<file path="src/rtl/control_unit_pkg.sv">
// Control unit shared types: FSM states, opcodes, ctrl strobe bit indices.
// Helper functions classify opcodes for the sequencer.
package control_unit_pkg;

  typedef enum logic [3:0] {
    RESET, T0, T1, T2, T3, T4, T5, T6, T7, HALT
  } state_t;

  localparam logic [4:0] OP_LD   = 5'b00000;
  localparam logic [4:0] OP_LDI  = 5'b00001;
  localparam logic [4:0] OP_ST   = 5'b00010;
  localparam logic [4:0] OP_ADD  = 5'b00011;
  localparam logic [4:0] OP_SUB  = 5'b00100;
  localparam logic [4:0] OP_AND  = 5'b00101;
  localparam logic [4:0] OP_OR   = 5'b00110;
  localparam logic [4:0] OP_ADDI = 5'b01100;
  localparam logic [4:0] OP_ANDI = 5'b01101;
  localparam logic [4:0] OP_ORI  = 5'b01110;
  localparam logic [4:0] OP_MUL  = 5'b01111;
  localparam logic [4:0] OP_DIV  = 5'b10000;
  localparam logic [4:0] OP_BR   = 5'b10010;
  localparam logic [4:0] OP_JR   = 5'b10011;
  localparam logic [4:0] OP_IN   = 5'b10101;
  localparam logic [4:0] OP_OUT  = 5'b10110;
  localparam logic [4:0] OP_MFHI = 5'b10111;
  localparam logic [4:0] OP_MFLO = 5'b11000;
  localparam logic [4:0] OP_NOP  = 5'b11001;
  localparam logic [4:0] OP_HALT = 5'b11010;

  localparam int CTRL_W = 27;

  localparam int C_PC_OUT   = 0;
  localparam int C_ZLO_OUT  = 1;
  localparam int C_ZHI_OUT  = 2;
  localparam int C_HI_OUT   = 3;
  localparam int C_LO_OUT   = 4;
  localparam int C_MDR_OUT  = 5;
  localparam int C_INP_OUT  = 6;
  localparam int C_CSX_OUT  = 7;
  localparam int C_R_OUT    = 8;
  localparam int C_BA_OUT   = 9;
  localparam int C_MAR_EN   = 10;
  localparam int C_MDR_EN   = 11;
  localparam int C_IR_EN    = 12;
  localparam int C_Y_EN     = 13;
  localparam int C_Z_EN     = 14;
  localparam int C_PC_EN    = 15;
  localparam int C_PC_INC   = 16;
  localparam int C_HI_EN    = 17;
  localparam int C_LO_EN    = 18;
  localparam int C_OUTP_EN  = 19;
  localparam int C_CON_EN   = 20;
  localparam int C_READ     = 21;
  localparam int C_RAM_WR   = 22;
  localparam int C_R_IN     = 23;
  localparam int C_GRA      = 24;
  localparam int C_GRB      = 25;
  localparam int C_GRC      = 26;

  // Unknown opcodes collapse to nop so decode never sees them.
  function automatic logic [4:0] op_norm(input logic [4:0] op);
    case (op)
      OP_LD, OP_LDI, OP_ST, OP_ADD, OP_SUB, OP_AND, OP_OR,
      OP_ADDI, OP_ANDI, OP_ORI, OP_MUL, OP_DIV, OP_BR,
      OP_JR, OP_IN, OP_OUT, OP_MFHI, OP_MFLO, OP_HALT:
        op_norm = op;
      default:
        op_norm = OP_NOP;
    endcase
  endfunction

  // Final execute state of each opcode; nop/halt end in T2.
  function automatic state_t op_last(input logic [4:0] op);
    case (op)
      OP_ADD, OP_SUB, OP_AND, OP_OR,
      OP_ADDI, OP_ANDI, OP_ORI, OP_LDI:
        op_last = T5;
      OP_LD, OP_ST:
        op_last = T7;
      OP_MUL, OP_DIV, OP_BR:
        op_last = T6;
      OP_JR, OP_IN, OP_OUT, OP_MFHI, OP_MFLO:
        op_last = T3;
      default:
        op_last = T2;
    endcase
  endfunction

endpackage

</file>
<file path="src/rtl/control_unit.sv">
// Control unit: Moore sequencer T0..T7 for the datapath.
// Strobes decoded from state plus the opcode latched at T2->T3.
module control_unit
  import control_unit_pkg::*;
(
  input  logic              clk,
  input  logic              clr,
  input  logic [31:0]       ir,
  input  logic              con_ff,
  input  logic              stop,
  output logic              run,
  output logic [CTRL_W-1:0] ctrl
);

  state_t     state_q, state_d;
  logic [4:0] op_q, op_d;
  logic [4:0] ir_op;
  state_t     last_s, done_s;
  logic       unused_ir;

  assign ir_op     = op_norm(ir[31:27]);
  assign unused_ir = ^ir[26:0];
  assign last_s    = op_last(op_q);
  assign done_s    = stop ? HALT : T0;

  logic is_alu, is_imm, is_ldi, is_ld, is_st;
  logic is_md, is_br, is_jr, is_in, is_out;
  logic is_mfhi, is_mflo;

  assign is_alu  = (op_q == OP_ADD) || (op_q == OP_SUB) ||
                   (op_q == OP_AND) || (op_q == OP_OR);
  assign is_imm  = (op_q == OP_ADDI) || (op_q == OP_ANDI) ||
                   (op_q == OP_ORI);
  assign is_ldi  = (op_q == OP_LDI);
  assign is_ld   = (op_q == OP_LD);
  assign is_st   = (op_q == OP_ST);
  assign is_md   = (op_q == OP_MUL) || (op_q == OP_DIV);
  assign is_br   = (op_q == OP_BR);
  assign is_jr   = (op_q == OP_JR);
  assign is_in   = (op_q == OP_IN);
  assign is_out  = (op_q == OP_OUT);
  assign is_mfhi = (op_q == OP_MFHI);
  assign is_mflo = (op_q == OP_MFLO);

  // State and latched opcode; reset abandons any instruction at once.
  always_ff @(posedge clk or negedge clr) begin
    if (!clr) begin
      state_q <= RESET;
      op_q    <= OP_NOP;
    end else begin
      state_q <= state_d;
      op_q    <= op_d;
    end
  end

  // Next state: fetch, then execute up to the opcode's last state.
  always_comb begin
    state_d = state_q;
    op_d    = op_q;
    unique case (state_q)
      RESET: state_d = T0;
      T0:    state_d = T1;
      T1:    state_d = T2;
      T2: begin
        op_d = ir_op;
        if (ir_op == OP_HALT)
          state_d = HALT;
        else if (ir_op == OP_NOP)
          state_d = done_s;
        else
          state_d = T3;
      end
      T3:    state_d = (last_s == T3) ? done_s : T4;
      T4:    state_d = (last_s == T4) ? done_s : T5;
      T5:    state_d = (last_s == T5) ? done_s : T6;
      T6:    state_d = (last_s == T6) ? done_s : T7;
      T7:    state_d = done_s;
      HALT:  state_d = HALT;
      default: state_d = RESET;
    endcase
  end

  // Strobe decode from state and latched opcode class.
  always_comb begin
    ctrl = '0;
    run  = (state_q != RESET) && (state_q != HALT);
    unique case (state_q)
      T0: begin
        ctrl[C_PC_OUT] = 1'b1;
        ctrl[C_MAR_EN] = 1'b1;
        ctrl[C_PC_INC] = 1'b1;
        ctrl[C_Z_EN]   = 1'b1;
      end
      T1: begin
        ctrl[C_ZLO_OUT] = 1'b1;
        ctrl[C_PC_EN]   = 1'b1;
        ctrl[C_READ]    = 1'b1;
        ctrl[C_MDR_EN]  = 1'b1;
      end
      T2: begin
        ctrl[C_MDR_OUT] = 1'b1;
        ctrl[C_IR_EN]   = 1'b1;
      end
      T3: begin
        unique case (1'b1)
          is_alu, is_imm: begin
            ctrl[C_GRB]   = 1'b1;
            ctrl[C_R_OUT] = 1'b1;
            ctrl[C_Y_EN]  = 1'b1;
          end
          is_ldi, is_ld, is_st: begin
            ctrl[C_GRB]    = 1'b1;
            ctrl[C_BA_OUT] = 1'b1;
            ctrl[C_Y_EN]   = 1'b1;
          end
          is_md: begin
            ctrl[C_GRA]   = 1'b1;
            ctrl[C_R_OUT] = 1'b1;
            ctrl[C_Y_EN]  = 1'b1;
          end
          is_br: begin
            ctrl[C_GRA]    = 1'b1;
            ctrl[C_R_OUT]  = 1'b1;
            ctrl[C_CON_EN] = 1'b1;
          end
          is_jr: begin
            ctrl[C_GRA]   = 1'b1;
            ctrl[C_R_OUT] = 1'b1;
            ctrl[C_PC_EN] = 1'b1;
          end
          is_in: begin
            ctrl[C_INP_OUT] = 1'b1;
            ctrl[C_GRA]     = 1'b1;
            ctrl[C_R_IN]    = 1'b1;
          end
          is_out: begin
            ctrl[C_GRA]     = 1'b1;
            ctrl[C_R_OUT]   = 1'b1;
            ctrl[C_OUTP_EN] = 1'b1;
          end
          is_mfhi: begin
            ctrl[C_HI_OUT] = 1'b1;
            ctrl[C_GRA]    = 1'b1;
            ctrl[C_R_IN]   = 1'b1;
          end
          is_mflo: begin
            ctrl[C_LO_OUT] = 1'b1;
            ctrl[C_GRA]    = 1'b1;
            ctrl[C_R_IN]   = 1'b1;
          end
          default: ;
        endcase
      end
      T4: begin
        unique case (1'b1)
          is_alu: begin
            ctrl[C_GRC]   = 1'b1;
            ctrl[C_R_OUT] = 1'b1;
            ctrl[C_Z_EN]  = 1'b1;
          end
          is_imm, is_ldi, is_ld, is_st: begin
            ctrl[C_CSX_OUT] = 1'b1;
            ctrl[C_Z_EN]    = 1'b1;
          end
          is_md: begin
            ctrl[C_GRB]   = 1'b1;
            ctrl[C_R_OUT] = 1'b1;
            ctrl[C_Z_EN]  = 1'b1;
          end
          is_br: begin
            ctrl[C_PC_OUT] = 1'b1;
            ctrl[C_Y_EN]   = 1'b1;
          end
          default: ;
        endcase
      end
      T5: begin
        unique case (1'b1)
          is_alu, is_imm, is_ldi: begin
            ctrl[C_ZLO_OUT] = 1'b1;
            ctrl[C_GRA]     = 1'b1;
            ctrl[C_R_IN]    = 1'b1;
          end
          is_ld, is_st: begin
            ctrl[C_ZLO_OUT] = 1'b1;
            ctrl[C_MAR_EN]  = 1'b1;
          end
          is_md: begin
            ctrl[C_ZLO_OUT] = 1'b1;
            ctrl[C_LO_EN]   = 1'b1;
          end
          is_br: begin
            ctrl[C_CSX_OUT] = 1'b1;
            ctrl[C_Z_EN]    = 1'b1;
          end
          default: ;
        endcase
      end
      T6: begin
        unique case (1'b1)
          is_ld: begin
            ctrl[C_READ]   = 1'b1;
            ctrl[C_MDR_EN] = 1'b1;
          end
          is_st: begin
            ctrl[C_GRA]    = 1'b1;
            ctrl[C_R_OUT]  = 1'b1;
            ctrl[C_MDR_EN] = 1'b1;
          end
          is_md: begin
            ctrl[C_ZHI_OUT] = 1'b1;
            ctrl[C_HI_EN]   = 1'b1;
          end
          is_br: begin
            ctrl[C_ZLO_OUT] = con_ff;
            ctrl[C_PC_EN]   = con_ff;
          end
          default: ;
        endcase
      end
      T7: begin
        unique case (1'b1)
          is_ld: begin
            ctrl[C_MDR_OUT] = 1'b1;
            ctrl[C_GRA]     = 1'b1;
            ctrl[C_R_IN]    = 1'b1;
          end
          is_st: ctrl[C_RAM_WR] = 1'b1;
          default: ;
        endcase
      end
      default: ;
    endcase
  end

endmodule

</file>
<file path="config.mk">
export PLATFORM = sky130hd
export DESIGN_NAME = control_unit
export DESIGN_NICKNAME = d
export VERILOG_FILES = /design/src/rtl/control_unit_pkg.sv /design/src/rtl/control_unit.sv
export SDC_FILE = /design/constraint.sdc
export NUM_CORES = 1
export LEC_CHECK = 0
export BUFFER_PORTS_ARGS = -buffer_cell sky130_fd_sc_hd__buf_2
export CORE_MARGIN = 3
export CORE_UTILIZATION = 42
export CTS_BUF_LIST = sky130_fd_sc_hd__clkbuf_2 sky130_fd_sc_hd__clkbuf_4 sky130_fd_sc_hd__clkbuf_8
export DETAILED_ROUTE_END_ITERATION = 10
export PLACE_DENSITY = 0.74
export RECOVER_POWER = 50
export SYNTH_ARGS = -nofsm -noshare
export SYNTH_HDL_FRONTEND = slang
export SYNTH_SLANG_ARGS = --single-unit
</file>
<file path="constraint.sdc">
create_clock -name clk -period 2.43 [get_ports clk]
set_input_delay 0.729 -clock clk [delete_from_list [all_inputs] [get_ports clk]]
set_output_delay 0.729 -clock clk [all_outputs]
set_load 0.1 [all_outputs]
</file>
==> flow_summary_export.csv, run 1 <==
group,metric,value,unit
outcome,status,"did not finish",
outcome,lastStage,"clock tree synthesis (4_1_cts)",
outcome,toolErrorMsg,"[ERROR DPL-0033] detailed placement checks failed during check placement.",
synth,synth-simple-area-share,36.6,%
clock_network,cts_root_buf,"clkbuf_4",
place,dp_hpwl,3780,um
clock_network,clockBufferDepth,2,
synth,yosysSeqAreaShare,20.0,%
place,globalplace.congestion,0.979,
synth,synth_compound_area_share,29.9,%
synth,ys.warnings.count,0,
floorplan,initial_core_util,45.0,%
clock_network,post_cts_buffers,21,
synth,syn_area,1140,um^2
synth,synth-edff-count,0,
clock_network,hold_buffers,0,
floorplan,fp-row-count,18,
clock_network,cts.repair.resized,36,
synth,yosys.area_share.xor_xnor,1.53,%
floorplan,io_pins,64,
synth,ys_async_sr_fraction,100,%
synth,synth_top_family_by_area,"simple AND/OR/NAND/NOR gates",
synth,syn-num-nets,203,
place,portBuffers,36,
synth,ys_ff_latch,9,
floorplan,die_w,58.2,um
synth,synth_cells,167,
clock_network,htree_levels,1,
floorplan,die_h,58.2,um
clock_network,clock-sinks,9,
synth,avgSynthCellArea,6.86,um^2
synth,synthDistinctLibCells,53,
place,place_inst,250,
synth,synth-main-ff-cell,"dfrtp_1",
clock_network,numCtsBuffers,3,
synth,synthAdderAreaFrac,0.874,%
synth,synthMuxAreaShare,0.874,%
synth_stat cells, drive strengths merged, types with 2 or more instances:
library cell,number,area [um^2]
a21o,2,15.0
a21oi,10,50.1
a31oi,4,25.0
and3,4,25.0
buf,8,51.3
clkbuf,6,22.5
dfrtp,6,150
dfstp,3,78.8
inv,7,26.3
nand2,17,66.3
nand2b,5,31.3
nand3,9,45.0
nand3b,2,15.0
nand4,2,12.5
nor2,18,67.6
nor2b,6,37.5
nor3,8,45.0
nor3b,2,15.0
o211ai,2,15.0
o21a,2,15.0
o21ai,13,68.8
o221ai,2,17.5
o22ai,2,12.5
o32a,2,20.0
or3,2,12.5
or3b,2,17.5
metrics by stage:
step | setup WS (ps) | setup TNS (ps) | instance area [um^2]
floorplan | -556 | -3900 | 1430
global placement | 16.5 | 0 | 2170
detailed placement | -83.8 | -452 | 2170
kinds of logic after synthesis:
kind of cell | count (synthesis)
XOR/XNOR | 2
flip-flops | 9
adder cells (fa/ha/maj) | 1
buffers and inverters | 22
AND/OR/NAND/NOR | 81
multiplexers | 1
AO/OA/AOI/OAI | 51
==> run 2, diff against run 1 <==
--- a/config.mk
+++ b/config.mk
@@ -7,10 +7,9 @@
 export LEC_CHECK = 0
 export BUFFER_PORTS_ARGS = -buffer_cell sky130_fd_sc_hd__buf_2
 export CORE_MARGIN = 3
-export CORE_UTILIZATION = 42
-export CTS_BUF_LIST = sky130_fd_sc_hd__clkbuf_2 sky130_fd_sc_hd__clkbuf_4 sky130_fd_sc_hd__clkbuf_8
+export CORE_UTILIZATION = 27
 export DETAILED_ROUTE_END_ITERATION = 10
-export PLACE_DENSITY = 0.74
+export PLACE_DENSITY_LB_ADDON = 0.15
 export RECOVER_POWER = 50
 export SYNTH_ARGS = -nofsm -noshare
 export SYNTH_HDL_FRONTEND = slang
==> flow_summary_export.csv, run 2 <==
group,metric,value,unit
outcome,status,"finished with violations",
outcome,violations,"negative setup slack",
synth,syn_area,1140,um^2
timing,hold_viol,0,
worst_setup_path,critical_path_peak_fanout,7,
place,dpl_worst_slack,-23.7,ps
finish,layout_commonest_cell,"buf_4",
synth,avgSynthCellArea,6.86,um^2
timing,rsz0062_at_grt,"yes",
detailed_routing,wl,5040,um
detailed_routing,highest_layer,"met4",
floorplan,coreArea,4060,um^2
clock_network,cts_tree,"done",
clock_network,numCtsBuffers,3,
floorplan,io_pins,64,
floorplan,die_area,5060,um^2
worst_setup_path,end_kind,"output pin",
synth,synth_most_common_cell,"nor2_1",
place,portBuffers,36,
synth,synth_top_area_cell,"dfrtp_1",
detailed_routing,wl_per_cell,17.2,um
synth,synth_common_cells,"18 x nor2_1, 16 x nand2_1, 10 x a21oi_1",
worst_setup_path,critPathLaunchType,"flip-flop",
clock_network,clk-insertion-delay-late,240,ps
detailed_routing,ant_nets,0,
synth,synthDistinctLibCells,53,
worst_setup_path,rr_startpoint,"op_q[0]",
timing,setup_ws,-251,ps
detailed_routing,wl_met2,2690,um
timing,fin_crit_sh,110,%
floorplan,initial_core_util,28.2,%
detailed_routing,vias,1629,
global_route,grt_pass1_wl,7810,um
synth,synth-edff-count,0,
place,dp_hpwl,3750,um
power,p_leak,0.00105,uW
floorplan,die_h,71.1,um
timing,tightest_slew,528,ps
floorplan,fp-row-count,23,
clock_network,clockBufferDepth,2,
worst_setup_path,worstSetupPathType,"reg2out",
timing,finClkSkew,8.51,ps
floorplan,die_w,71.1,um
worst_setup_path,cp_data_required_time,1700,ps
detailed_routing,route.detailed.drc,0,
synth,ys.warnings.count,0,
detailed_routing,dr.pass1.iters,4,
finish,area_growth,125,%
detailed_routing,wl_met1,1990,um
detailed_routing,wl_met3,250,um
global_route,grt_max_degree,10,
run,max_cap_viol_count,0,
min_path,hold_path_class,"in2async",
synth,syn-num-nets,203,
power,ir_drop,0.815,mV
finish,final_nets,281,
synth,ys_async_sr_fraction,100,%
finish,final_cell_mix,"42 x buf_4, 27 x buf_12, 14 x nand2_1, 11 x nor2_1, 9 x buf_6",
global_route,grt.total_usage,18.9,%
timing,whs,438,ps
synth,yosysSeqAreaShare,20.0,%
global_route,globalRouteOverflowTotal,0,
timing,max_freq,373,MHz
synth,synth_cells,167,
global_route,antenna_found_initial,0,
synth,synth_area_leaders,"dfrtp_1 13%, dfstp_2 6.9%, nor2_1 5.9%, nand2_1 5.2%, a21oi_1 4.4%",
finish,largest_register,"op_q",
clock_network,cts.clk_slew.worst_paths,50,ps
power,powerDensity,1450,nW/um^2
timing,layout_min_cycle_time,2680,ps
synth,synth-main-ff-cell,"dfrtp_1",
clock_network,htree_levels,1,
synth,ys_ff_latch,9,
clock_network,clock-sinks,9,
detailed_routing,vias_per_cell,5.54,
worst_setup_path,arrival,1950,ps
detailed_routing,drt_first_iter_violations,80,
worst_setup_path,rr_endpoint,"state_q[2]",
worst_setup_path,r2r_cells,6,
timing,maxSlewHeadroom,64.8,%
worst_setup_path,r2r_slack,540,ps
finish,layout-drive-gt1-share,61.9,%
finish,top_regs,"op_q (5), state_q (4)",
clock_network,cts_root_buf,"clkbuf_8",
place,globalplace.congestion,0.929,
synth,synth_top_area_share,13.1,%
finish,insertedDiodeCount,0,
global_route,grt_pass1_vias,1591,
timing,slew_violations,0,
finish,largest_reg_flops,5,
timing,setup-violations-final,22,
[run 2: cell counts after synthesis]
Identical to the previous run, type by type.
[run 2: power breakdown]
part           total [uW]  internal [uW]  leakage [uW]  switching [uW]
Combinational        3180           1250      0.000921            1940
Clock                 178            112     0.0000255            65.9
Sequential            366            241      0.000104             126
[run 2: final cells by class]
| class | instances | area [um^2] |
|---|---|---|
| sequential | 9 | 233 |
| tap | 50 | 62.6 |
| timing repair buffer | 87 | 1000 |
| clock buffer | 3 | 41.3 |
| inverter | 8 | 42.5 |
| fill | 326 | 1480 |
| clock inverter | 1 | 5.00 |
| multi-input combinational | 136 | 1190 |
[run 2: logic make-up after synthesis]
group / after synthesis / share of synthesized area (%)
flops: 9 / 20.0
mux: 1 / 0.874
compound gates: 51 / 29.9
buf+inv: 22 / 10.2
fa+ha+maj: 1 / 0.874
simple gates: 81 / 36.6
xor+xnor: 2 / 1.53
[run 2: worst max-delay path by stage]
stage | to | slack, ps | startpoint | depth (start not counted)
floorplan | ctrl[17] | -560 | op_q[0] | 6
global placement | ctrl[2] | -40 | op_q[0] | 5
detailed placement | ctrl[8] | -20 | op_q[1] | 6
CTS | ctrl[24] | -220 | op_q[0] | 5
global route | ctrl[24] | -300 | op_q[0] | 5
finish | ctrl[24] | -250 | op_q[0] | 5
[run 2: through the flow]
| stage | utilization (%) | TNS (ps) | area (um^2) | total power (uW) | cells |
|---|---|---|---|---|---|
| floorplan | - | -3900 | 1430 | 2210 | 167 |
| global route | 63.4 | -4070 | 2570 | 3880 | 294 |
| finish | 63.4 | -2540 | 2570 | 3730 | 294 |
| CTS | 60.8 | -2030 | 2470 | 3560 | 289 |
| detailed placement | 55.0 | -67.2 | 2230 | 3160 | 275 |
| global placement | 55.0 | -78.5 | 2230 | 3120 | 275 |
[run 2: what timing repair did]
action | CTS | global route
endpoints found under the hold margin | 0 | 0
hold buffers | 0 | 0
setup endpoints to repair | 24 | 26
pin swaps | 13 | 11
setup buffers | 10 | 5
resized for setup | 30 | 19
cloned | 0 | 0
[run 2: metal layers]
metal,up-vias,track usage [%]
met1,785,22.4
met2,67,36.0
li1,763,-
met5,-,0
met4,0,4.59
met3,14,2.13
[run 2: worst max-delay path, stage by stage (launching register included)]
cell and delay, ps:
dfstp_2 590, or3b_1 390, a21o_1 220, o221ai_4 190, nand2b_4 160, buf_12 170
Note: power is estimated with default switching activity, not from simulation.
==> run 3, diff against run 2 <==
--- a/config.mk
+++ b/config.mk
@@ -6,11 +6,11 @@
 export NUM_CORES = 1
 export LEC_CHECK = 0
 export BUFFER_PORTS_ARGS = -buffer_cell sky130_fd_sc_hd__buf_2
+export CAP_MARGIN = 20
 export CORE_MARGIN = 3
 export CORE_UTILIZATION = 27
 export DETAILED_ROUTE_END_ITERATION = 10
 export PLACE_DENSITY_LB_ADDON = 0.15
-export RECOVER_POWER = 50
 export SYNTH_ARGS = -nofsm -noshare
 export SYNTH_HDL_FRONTEND = slang
 export SYNTH_SLANG_ARGS = --single-unit
==> constraint.sdc (replaced) <==
create_clock -name clk -period 2.35 [get_ports clk]
set_input_delay 0.705 -clock clk [delete_from_list [all_inputs] [get_ports clk]]
set_output_delay 0.705 -clock clk [all_outputs]
set_load 0.1 [all_outputs]
==> flow_summary_export.csv, run 3 (synthesis gave the netlist of run 2 again) <==
group,metric,value,unit
timing,setup_ws,-289,ps
detailed_routing,wl,5240,um
finish,largest_register,"op_q",
worst_setup_path,r2r_cells,7,
timing,maxSlewHeadroom,68.0,%
power,p_seq_share,9.0,%
timing,setup-violations-final,21,
timing,hold_viol,0,
floorplan,initial_core_util,28.2,%
floorplan,die_w,71.1,um
finish,final_cell_mix,"57 x buf_4, 26 x buf_12, 17 x buf_6, 13 x nand2_1, 10 x nor2_1",
detailed_routing,vias,1722,
detailed_routing,drt_first_iter_violations,55,
worst_setup_path,rr_startpoint,"op_q[0]",
timing,max_freq,379,MHz
finish,final_nets,304,
outcome,status,"finished with violations",
clock_network,numCtsBuffers,3,
global_route,grt_max_degree,10,
power,combPwrFrac,86.8,%
global_route,globalRouteOverflowTotal,0,
worst_setup_path,r2r_slack,390,ps
place,portBuffers,36,
power,switching_share,54.6,%
timing,rsz0062_at_grt,"yes",
floorplan,coreArea,4060,um^2
timing,fin_crit_sh,112,%
worst_setup_path,worstSetupPathType,"reg2out",
clock_network,htree_levels,1,
worst_setup_path,cp_data_required_time,1640,ps
worst_setup_path,critPathLaunchType,"flip-flop",
power,powerDensity,1470,nW/um^2
finish,layout_commonest_cell,"buf_4",
clock_network,cts.clk_slew.worst_paths,40,ps
clock_network,cts_root_buf,"clkbuf_8",
finish,final_core_util,70.9,%
outcome,violations,"negative setup slack",
power,p_clk_share,4.1,%
finish,area_growth,151,%
worst_setup_path,arrival,1930,ps
finish,layout-drive-gt1-share,69.3,%
finish,insertedDiodeCount,0,
clock_network,clockBufferDepth,2,
floorplan,fp-row-count,23,
min_path,hold_path_class,"in2async",
power,p_switching,2310,uW
detailed_routing,vias_per_cell,5.43,
global_route,grt_pass1_wl,8050,um
floorplan,die_area,5060,um^2
power,p_leak,0.00121,uW
global_route,grt.total_usage,19.3,%
clock_network,clk-insertion-delay-late,230,ps
detailed_routing,route.detailed.drc,0,
floorplan,io_pins,64,
detailed_routing,wl_per_cell,16.5,um
floorplan,die_h,71.1,um
clock_network,clock-sinks,9,
detailed_routing,dr.pass1.iters,4,
clock_network,cts_tree,"done",
place,dp_hpwl,3700,um
worst_setup_path,end_kind,"output pin",
timing,layout_min_cycle_time,2640,ps
power,p_int,1920,uW
finish,top_regs,"op_q (5), state_q (4)",
power,ir_drop,1.01,mV
timing,slew_violations,0,
timing,whs,324,ps
run,max_cap_viol_count,0,
worst_setup_path,critical_path_peak_fanout,6,
global_route,grt_pass1_vias,1705,
finish,largest_reg_flops,5,
global_route,antenna_found_initial,0,
detailed_routing,ant_nets,0,
finish,fillers,262,
timing,tightest_slew,484,ps
timing,finClkSkew,1.53,ps
place,globalplace.congestion,0.964,
worst_setup_path,rr_endpoint,"state_q[2]",
-- run 3: cell count changes in the layout (fill, tap and decap cells not counted), moves of 2 or more --
cell      change
and3_4        +2
buf_4        +15
buf_6         +8
nand2_2       -3
nand2_4       +4
nand2b_4      +2
nor2_4        +2
-- run 3: routing by layer --
layer,vias up,part of all wire (%),GRT usage (%)
met2,52,53,36.1
met4,0,2.9,7.10
li1,807,-,-
met5,-,0,0
met1,847,40,22.2
met3,16,3.6,2.27
-- run 3: cell type report --
cell class	instances	area, um^2	area share (%)
timing repair buffer	110	1210	42.1
multi-input combinational	136	1280	44.5
tap	50	62.6	2.17
inverter	8	42.5	1.48
sequential	9	234	8.13
clock buffer	4	45.0	1.57
-- run 3: metrics by stage --
step / power (uW) / worst slack [ps] / instance area (um^2) / TNS [ps] / std cells
finish: 4230 / -289 / 2880 / -3340 / 317
CTS: 3780 / -270 / 2580 / -3230 / 296
floorplan: 2290 / -612 / 1430 / -4790 / 167
detailed placement: 3300 / -63.9 / 2300 / -410 / 284
global placement: 3260 / -32.1 / 2300 / -123 / 284
global route: 4420 / -341 / 2880 / -4750 / 317
-- run 3: critical path: stages, from the launching register on --
cell and delay [ps]:
dfstp_2 590, or3b_1 360, a21o_1 210, o221ai_4 200
nand2b_4 170, buf_12 170
-- run 3: worst max path at each step --
| stage | startpoint | end | slack (ps) |
|---|---|---|---|
| after floorplan | op_q[0] | ctrl[17] | -610 |
| after global placement | op_q[0] | ctrl[24] | -30 |
| after detailed placement | op_q[4] | ctrl[1] | -60 |
| after CTS | op_q[0] | ctrl[24] | -270 |
| after global routing | op_q[0] | ctrl[2] | -340 |
| final | op_q[0] | ctrl[24] | -290 |
-- run 3: repair_timing --
action	CTS	global route
gates resized for setup	42	34
hold buffers	0	0
setup buffers	8	22
pin swaps	18	22
endpoints found under the setup margin	26	26
-- run 3: power groups by stage --
| stage | logic, uW | registers (uW) | clock network (uW) |
|---|---|---|---|
| final | 3670 | 382 | 174 |
| after global routing | 3840 | 390 | 195 |
| after CTS | 3220 | 383 | 177 |
| after detailed placement | 2930 | 366 | 0 |
| after global placement | 2900 | 360 | 0 |
| after floorplan | 1980 | 317 | 0 |
